===== config.mk =====
export PLATFORM = sky130hd
export DESIGN_NAME = fbs_ctrl_flat
export DESIGN_NICKNAME = d
export VERILOG_FILES = /design/src/rtl/fbs_ctrl_if.sv /design/src/rtl/fbs_ctrl.sv /design/src/flat_wrapper.sv
export SDC_FILE = /design/constraint.sdc
export NUM_CORES = 1
export LEC_CHECK = 0
export BUFFER_PORTS_ARGS = -buffer_cell sky130_fd_sc_hd__clkbuf_2
export CAP_MARGIN = 20
export CELL_PAD_IN_SITES_DETAIL_PLACEMENT = 2
export CELL_PAD_IN_SITES_GLOBAL_PLACEMENT = 2
export CORE_UTILIZATION = 30
export DETAILED_ROUTE_END_ITERATION = 6
export PLACE_DENSITY = 0.74
export SETUP_SLACK_MARGIN = 0.05
export SLEW_MARGIN = 0
export SYNTH_ARGS = -nofsm -noshare
export SYNTH_HDL_FRONTEND = slang
export SYNTH_SLANG_ARGS = --single-unit

===== constraint.sdc =====
create_clock -name clk -period 5 [get_ports clk]
set_input_delay 0.25 -clock clk [delete_from_list [all_inputs] [get_ports clk]]
set_output_delay 0.25 -clock clk [all_outputs]
set_load 0.01 [all_outputs]

===== src/rtl/fbs_ctrl_if.sv =====
// Request/status bundle between the CPU control unit and the fbs sequencer.
// The master modport is the requester side; the slave modport is fbs_ctrl.
interface fbs_ctrl_if #(parameter int PTR_W = 5);
  logic             call_req;
  logic             ret_req;
  logic             flush_req;
  logic             err_clr;
  logic             busy;
  logic             done;
  logic             err;
  logic             backup;
  logic             restore;
  logic             freg_we;
  logic [PTR_W-1:0] depth;
  logic             ovf;
  logic             unf;

  modport master (
    output call_req, ret_req, flush_req, err_clr,
    input  busy, done, err, backup, restore, freg_we, depth, ovf, unf
  );

  modport slave (
    input  call_req, ret_req, flush_req, err_clr,
    output busy, done, err, backup, restore, freg_we, depth, ovf, unf
  );
endinterface


===== src/rtl/fbs_ctrl.sv =====
// Sequencer for the f-register backup stack: arbitrates call/ret/flush,
// strobes backup/restore/freg_we and guards the stack against over/underflow.
module fbs_ctrl #(
  parameter int DEPTH = 16,
  parameter int PTR_W = 5
) (
  input  logic       clk,
  input  logic       rst_n,
  fbs_ctrl_if.slave  bus
);

  typedef enum logic [2:0] {
    S_IDLE,
    S_BACKUP,
    S_RESTORE,
    S_LOAD,
    S_DONE
  } state_t;

  state_t           r_state;
  state_t           w_next;
  logic [PTR_W-1:0] r_depth;
  logic [PTR_W-1:0] w_depthNext;
  logic             w_errNext;
  logic             w_ovfSet;
  logic             w_unfSet;

  logic             r_busy;
  logic             r_done;
  logic             r_err;
  logic             r_backup;
  logic             r_restore;
  logic             r_fregWe;
  logic             r_ovf;
  logic             r_unf;

  // Arbitration is call > ret > flush; losers simply stay asserted until a later IDLE visit.
  always_comb begin
    w_next      = r_state;
    w_depthNext = r_depth;
    w_errNext   = 1'b0;
    w_ovfSet    = 1'b0;
    w_unfSet    = 1'b0;
    case (r_state)
      S_IDLE: begin
        if (bus.call_req) begin
          if (r_depth == PTR_W'(DEPTH)) begin
            w_ovfSet  = 1'b1;
            w_errNext = 1'b1;
            w_next    = S_DONE;
          end else begin
            w_next = S_BACKUP;
          end
        end else if (bus.ret_req) begin
          if (r_depth == '0) begin
            w_unfSet  = 1'b1;
            w_errNext = 1'b1;
            w_next    = S_DONE;
          end else begin
            w_next = S_RESTORE;
          end
        end else if (bus.flush_req) begin
          w_depthNext = '0;
          w_next      = S_DONE;
        end
      end
      S_BACKUP: begin
        w_depthNext = r_depth + PTR_W'(1);
        w_next      = S_DONE;
      end
      S_RESTORE: w_next = S_LOAD;
      S_LOAD: begin
        w_depthNext = r_depth - PTR_W'(1);
        w_next      = S_DONE;
      end
      S_DONE:  w_next = S_IDLE;
      default: w_next = S_IDLE;
    endcase
  end

  // Outputs are flopped from the next state so they line up with the state they describe.
  always_ff @(posedge clk or negedge rst_n) begin
    if (!rst_n) begin
      r_state   <= S_IDLE;
      r_depth   <= '0;
      r_busy    <= 1'b0;
      r_done    <= 1'b0;
      r_err     <= 1'b0;
      r_backup  <= 1'b0;
      r_restore <= 1'b0;
      r_fregWe  <= 1'b0;
    end else begin
      r_state   <= w_next;
      r_depth   <= w_depthNext;
      r_busy    <= (w_next != S_IDLE);
      r_done    <= (w_next == S_DONE);
      r_err     <= w_errNext;
      r_backup  <= (w_next == S_BACKUP);
      r_restore <= (w_next == S_RESTORE);
      r_fregWe  <= (w_next == S_LOAD);
    end
  end

  // Sticky error flags; a new event in the same cycle as err_clr keeps the flag set.
  always_ff @(posedge clk or negedge rst_n) begin
    if (!rst_n) begin
      r_ovf <= 1'b0;
      r_unf <= 1'b0;
    end else begin
      r_ovf <= w_ovfSet | (r_ovf & ~bus.err_clr);
      r_unf <= w_unfSet | (r_unf & ~bus.err_clr);
    end
  end

  assign bus.busy    = r_busy;
  assign bus.done    = r_done;
  assign bus.err     = r_err;
  assign bus.backup  = r_backup;
  assign bus.restore = r_restore;
  assign bus.freg_we = r_fregWe;
  assign bus.depth   = r_depth;
  assign bus.ovf     = r_ovf;
  assign bus.unf     = r_unf;

endmodule


===== src/flat_wrapper.sv =====
// flat-port wrapper written by rule: the top's interface ports become plain ports
module fbs_ctrl_flat 
#(
  parameter int DEPTH = 16,
  parameter int PTR_W = 5
)
  (clk, rst_n, bus_call_req, bus_ret_req, bus_flush_req, bus_err_clr, bus_busy, bus_done, bus_err, bus_backup, bus_restore, bus_freg_we, bus_depth, bus_ovf, bus_unf);
  fbs_ctrl_if #(.PTR_W(PTR_W)) bus_i ();
  input  logic clk;
  input  logic rst_n;
  input wire logic [$bits(bus_i.call_req)-1:0] bus_call_req;
  input wire logic [$bits(bus_i.ret_req)-1:0] bus_ret_req;
  input wire logic [$bits(bus_i.flush_req)-1:0] bus_flush_req;
  input wire logic [$bits(bus_i.err_clr)-1:0] bus_err_clr;
  output wire logic [$bits(bus_i.busy)-1:0] bus_busy;
  output wire logic [$bits(bus_i.done)-1:0] bus_done;
  output wire logic [$bits(bus_i.err)-1:0] bus_err;
  output wire logic [$bits(bus_i.backup)-1:0] bus_backup;
  output wire logic [$bits(bus_i.restore)-1:0] bus_restore;
  output wire logic [$bits(bus_i.freg_we)-1:0] bus_freg_we;
  output wire logic [$bits(bus_i.depth)-1:0] bus_depth;
  output wire logic [$bits(bus_i.ovf)-1:0] bus_ovf;
  output wire logic [$bits(bus_i.unf)-1:0] bus_unf;
  assign bus_i.call_req = bus_call_req;
  assign bus_i.ret_req = bus_ret_req;
  assign bus_i.flush_req = bus_flush_req;
  assign bus_i.err_clr = bus_err_clr;
  assign bus_busy = bus_i.busy;
  assign bus_done = bus_i.done;
  assign bus_err = bus_i.err;
  assign bus_backup = bus_i.backup;
  assign bus_restore = bus_i.restore;
  assign bus_freg_we = bus_i.freg_we;
  assign bus_depth = bus_i.depth;
  assign bus_ovf = bus_i.ovf;
  assign bus_unf = bus_i.unf;
  fbs_ctrl #(.DEPTH(DEPTH), .PTR_W(PTR_W)) u_core (.clk(clk), .rst_n(rst_n), .bus(bus_i));
endmodule

# Yosys cells after proc, flatten, opt, wreduce, memory -nomap -nowiden
# Index checks and enable logic that the tools add are counted.
# W data, S select, Z words.
# totals
ff_bits,16
latch_bits,0
ram_bits,0
mem_bits_ro,0
inputBits,6
out_inout_bits,13
word_cells,53
mem_count,0
# classes
addsub,2
multipliers,0
div_mod_pow,0
n_lt_le_gt_ge,0
eq_ne,11
shifts,0
muxes,19
n_bitwise,5
n_reduce_logical,6
# op_table
op,count
$mux W3,5
$mux W5,3
$pmux W5 S3,1
$eq A3 B2 Y1 const B,4
$mux W1,9
$pmux W3 S3,1
$eq A3 B1 Y1 const B,2
$ne A2 B2 Y1 const B,3
$reduce_bool A3 Y1,2
$add A5 B1 Y5 const B,1
$eq A5 B5 Y1 const B,1
$logic_not A5 Y1,1
$sub A5 B1 Y5 const B,1
$reduce_and A4 Y1,1
$eq A3 B3 Y1 const B,1
$logic_not A3 Y1,1
$and A1 B1 Y1,2
$or A1 B1 Y1,2
$reduce_or A2 Y1,1
$not A1 Y1,1

# Depth between registers and ports, before layout
# logic_depth
word_depth,6
mapped_depth,8
mapped_depth_nobuf,8

# Worst setup path before layout
# Ideal clock, no wire load.
# synth_path
path_kind,register to register
start,"register u_core.r_depth[1], in the netlist u_core.bus.depth[1]"
end,"register u_core.r_busy, in the netlist u_core.bus.busy"
setup_ns,0.131
arrival_time_ns,1.681
required_ns,4.869
setup_slack_ns,3.187
path_stages_with_launch,5
path_buffers,0
period_less_slack_ns,1.813
path_cell_list,dfrtp_1 or4_4 o21a_1 o21a_1 or3b_1
# synth_via
elab_cells_between_ends,8
classes_between,1 x eq/ne; 5 x mux; 2 x reduce/logical
# synth_rtl
item,line,source
"start, declared",fbs_ctrl.sv:22,logic [PTR_W-1:0] r_depth;
"start signal, assigned",fbs_ctrl.sv:94,r_depth <= w_depthNext;
$eq A5 B5 Y1,fbs_ctrl.sv:47,if (r_depth == PTR_W'(DEPTH)) begin
$mux W3,fbs_ctrl.sv:47,
$mux W3,fbs_ctrl.sv:46,if (bus.call_req) begin
$pmux W3 S3,fbs_ctrl.sv:44,case (r_state)
via u_core.w_next[0],fbs_ctrl.sv:21,state_t w_next;
$reduce_bool A3 Y1,fbs_ctrl.sv:95,r_busy <= (w_next != S_IDLE);
"end signal, assigned",fbs_ctrl.sv:95,
"end, declared",fbs_ctrl.sv:28,logic r_busy;
# The timed path passes the listed nets, and every way through them passes these cells.
# A chain may end at the register's enable or synchronous reset.

# Worst setup path in the final report
# layout_path
start,register u_core.r_state[0]
end,"register u_core.r_depth[4], in the netlist u_core.bus.depth[4]"
# layout_via
elab_chain_len,3
elab_cells_between_ends,9
classes_between,5 x eq/ne; 1 x mux; 3 x reduce/logical
# layout_lines
item,line,source
"start, declared",fbs_ctrl.sv:20,state_t r_state;
"start signal, assigned",fbs_ctrl.sv:93,r_state <= w_next;
"$eq A3 B1 Y1, or another cell as far along",fbs_ctrl.sv:44,
$reduce_bool A3 Y1 (no source line) / $ne A2 B2 Y1 (equally long branches),n/a,
$reduce_and A4 Y1 (no source line),n/a,
# Parallel ways exist; a longest one is shown, timed or not.

==> results by group <==
Run status
  • Status: finished, final reports clean

Worst setup path
  • R2R depth: 7
  • Critical path launch point: u_core.r_state[0]
  • Worst path max stage delay: just over 0.4 ns
  • CP Launch Type: flip-flop
  • CP max stage cell: dfrtp_1
  • Crit Reg-Reg Startpoint: u_core.r_state[0]
  • Reg2reg setup slack: roughly 3 ns
  • Reg2reg end: u_core.bus.depth[4]
  • CP endpoint: u_core.bus.depth[4]
  • CP Class: reg -> reg
  • Worst EP required: between 5 and 6 ns
  • CP Capture Type: flip-flop
  • CP arrival: about 2.1 ns
  • Crit-path max FO: 5
  • Cell chain of the critical path: nor2b_1 > nand2_1 > fa_1 > nand2b_1 > a21oi_1 > xnor2_1 > o21ai_0

Timing
  • Fmax: around 520 MHz
  • RSZ-0062 raised after global routing: false
  • Slew margin rel.: 62.15%
  • Worst hold slack: approximately 0.15 ns
  • Worst slew pin tran: between 0.5 and 0.6 ns
  • Final hold violation count: 0
  • Setup violations, final: 0
  • Final Critical Period: slightly below 2 ns
  • Max-slew violation count: 0
  • Clock skew: around 0.0035 ns
  • Setup TNS Final: 0 ns
  • Tcrit/Tclk final: 38.63%

Synthesis
  • Combinational family with the most area after synthesis: simple AND/OR/NAND/NOR gates
  • Mapped Nets: 80
  • Xor and xnor area share after synthesis: between 3 and 4%
  • Compound-Gate Fraction of Synth Area: roughly an eighth
  • Most area-hungry cell type in the Yosys netlist: dfrtp_1
  • Mux share of post-synthesis cell area: 0%
  • Syn avg cell area: approximately 11 um^2
  • #FFs+latches synth: 16
  • Post-Synth Adder-Cell Area: 7.591%
  • Number of synthesis warnings: 0
  • Top-area cell type share of the netlist area: a little over half
  • Fraction of the mapped netlist area in simple logic gates: ~20%
  • Synth cell types: 27
  • Synth Instances: 70
  • Sequential area share after synthesis: a little over half
  • Top cells by area, synth: dfrtp_1 (53%), ha_1 (5.0%), nand2b_1 (5.0%), inv_1 (3.5%), o21ai_0 (3.3%)
  • Synthesized cell area: around 760 um^2

Clock network
  • CTS tree: done
  • Later-pin clock latency in the skew report: ~0.29 ns
  • # hold bufs at CTS: 1
  • H-tree levels: 1
  • CTS Sinks: 16
  • Max Buffers Root-to-Sink: 2
  • Worst-path clk slew: 0.11 ns
  • Num CTS Buffers: 3
  • Clk root buf: clkbuf_4
  • Post-CTS sizing: 0
  • Setup Fix Bufs, Post-CTS: 0

Power and ir drop
  • Peak VDD IR: roughly 0.18 mV
  • Lkg Pwr: 0.0004837 uW
  • Design Power: between 500 and 600 uW
  • Pwr/cell area: approximately 570 nW/um^2

GRT
  • Vias in the first global route: roughly 640
  • Largest net degree at the start of global routing: 17
  • Gr usage total: about 17%
  • Initial antenna violation count: 0
  • Congestion Overflow GR: 0
  • First-pass GRT wire length: between 3 and 4 mm

Final layout
  • Number of diodes: 0
  • Fin area: 929.6 um^2
  • Most common cell after layout, fill and taps aside: clkbuf_2
  • Commonest cells after routing, fill and taps aside: clkbuf_2 (18), dfrtp_1 (16), inv_1 (7)
  • P&R area growth vs syn: 22.61%
  • Share of layout cells above drive strength 1: between 20% and 30%
  • Multi-input logic area: ~330 um^2
  • Filler cells: 255
  • FF+latch area: around 400 um^2
  • Nets: approximately 100

Flow run
  • Max Cap Violations: 0

Hold path
  • Hold Path Class: in -> reg

Place
  • Post-DP HPWL: between 1 and 1.5 mm
  • PortBufs: 18
  • Cell Area, Placed: a little under 900 um^2
  • Placer Congestion: around 0.71

Detailed routing
  • Wire length per cell: 15.83 um
  • DRT iter0 DRCs: 4
  • Met1 WL: around 910 um
  • Final ANT Viol Nets: 0
  • Number of remaining DRC errors: 0
  • Drt pass-1 iters: 3
  • WL met2: 913 um
  • Vias: ~600
  • Met3 wire len: between 40 and 50 um
  • Detailed Route WL: 1.915 mm
  • Routed vias/inst: 4.934
  • Max Used Layer: met4

Die
  • Die area: ~2700 um^2
  • Rows: 17
  • Initial Util: about a third
  • Die H: 52.28 um
  • Total core area: 2297 um^2
  • I/O pin count: 19
  • Die X: around 52 um
layer usage:
layer,track usage (%),vias up
li1,-,284
met1,22.82,301
met2,26.07,10
met3,1.739,2
met4,13.16,0
met5,0,-
metrics by stage:
step	setup slack [ns]	util [%]	instances
floorplan	3.187	-	70
global placement	3.138	38.45	116
detailed placement	3.102	38.45	116
CTS	3.079	40.47	121
global route	2.856	40.47	121
finish	3.069	40.47	121
critical path: cells and delay by family, from the launching register on:
kind / cells / cell delay [ns]
flops: 1 / 0.41
compound gates: 2 / 0.42
xor+xnor: 1 / 0.10
simple gates: 3 / 0.51
fa+ha+maj: 1 / 0.40
report_power, final:
| part | internal, uW | total, uW | switching, uW |
|---|---|---|---|
| combinational | 101 | 222 | 122 |
| clock | 44.4 | 90.4 | 46.0 |
| sequential | 175 | 218 | 43.3 |
| total | 320 | 531 | 211 |
final cells by class:
class                   count  share of cell area (%)
flip-flops and latches     16                   43.07
multi-input cells          47                   35.67
repair buffers             19                   10.77
clock buffers               4                   3.903
well taps                  28                   3.769
inverters                   7                   2.826
state kept, by name (all words and copies together), names as in the netlist:
register,cells
u_core.bus.depth,5
u_core.r_state,3
u_core.bus.backup,1
u_core.bus.busy,1
u_core.bus.done,1
u_core.bus.err,1
u_core.bus.freg_we,1
u_core.bus.ovf,1
u_core.bus.restore,1
u_core.bus.unf,1
worst min-delay path by stage:
| stage | endpoint | slack, ns | cells past startpoint | from |
|---|---|---|---|---|
| after global placement | u_core.bus.ovf | 0.19 | 1 | rst_n |
| after global routing | u_core.bus.ovf | 0.16 | 2 | bus_err_clr |
| after floorplan | u_core.bus.backup | -0.05 | 0 | rst_n |
| after CTS | u_core.bus.ovf | 0.13 | 2 | bus_err_clr |
| after detailed placement | u_core.bus.ovf | 0.20 | 1 | rst_n |
| final | u_core.bus.ovf | 0.15 | 2 | bus_err_clr |
cells by family (layout without fill, tap and decap cells):
| family | after synthesis | after routing |
|---|---|---|
| AND/OR/NAND/NOR | 25 | 25 |
| flip-flops | 16 | 16 |
| AO/OA/AOI/OAI | 15 | 15 |
| buffers and inverters | 7 | 30 |
| adder cells (fa/ha/maj) | 4 | 4 |
| XOR/XNOR | 3 | 3 |
Yosys cell counts:
| library cell | count |
|---|---|
| xor2_1 | 2 |
| o21a_1 | 2 |
| dfrtp_1 | 16 |
| or3b_1 | 1 |
| or4_4 | 1 |
| fa_1 | 1 |
| o22ai_1 | 2 |
| and3b_2 | 1 |
| nand2_1 | 6 |
| and2_1 | 1 |
| or2_2 | 1 |
| nor3b_1 | 1 |
| a21o_2 | 1 |
| o21ai_0 | 5 |
| a21oi_1 | 2 |
| inv_1 | 7 |
| nor2b_1 | 1 |
| nor4b_1 | 1 |
| or3_1 | 1 |
| or3b_2 | 1 |
| ha_1 | 3 |
| nand2b_1 | 6 |
| a211oi_1 | 1 |
| a32o_1 | 1 |
| o21bai_1 | 1 |
| xnor2_1 | 1 |
| nor2_1 | 3 |
Note: power is estimated with default switching activity, not from simulation.
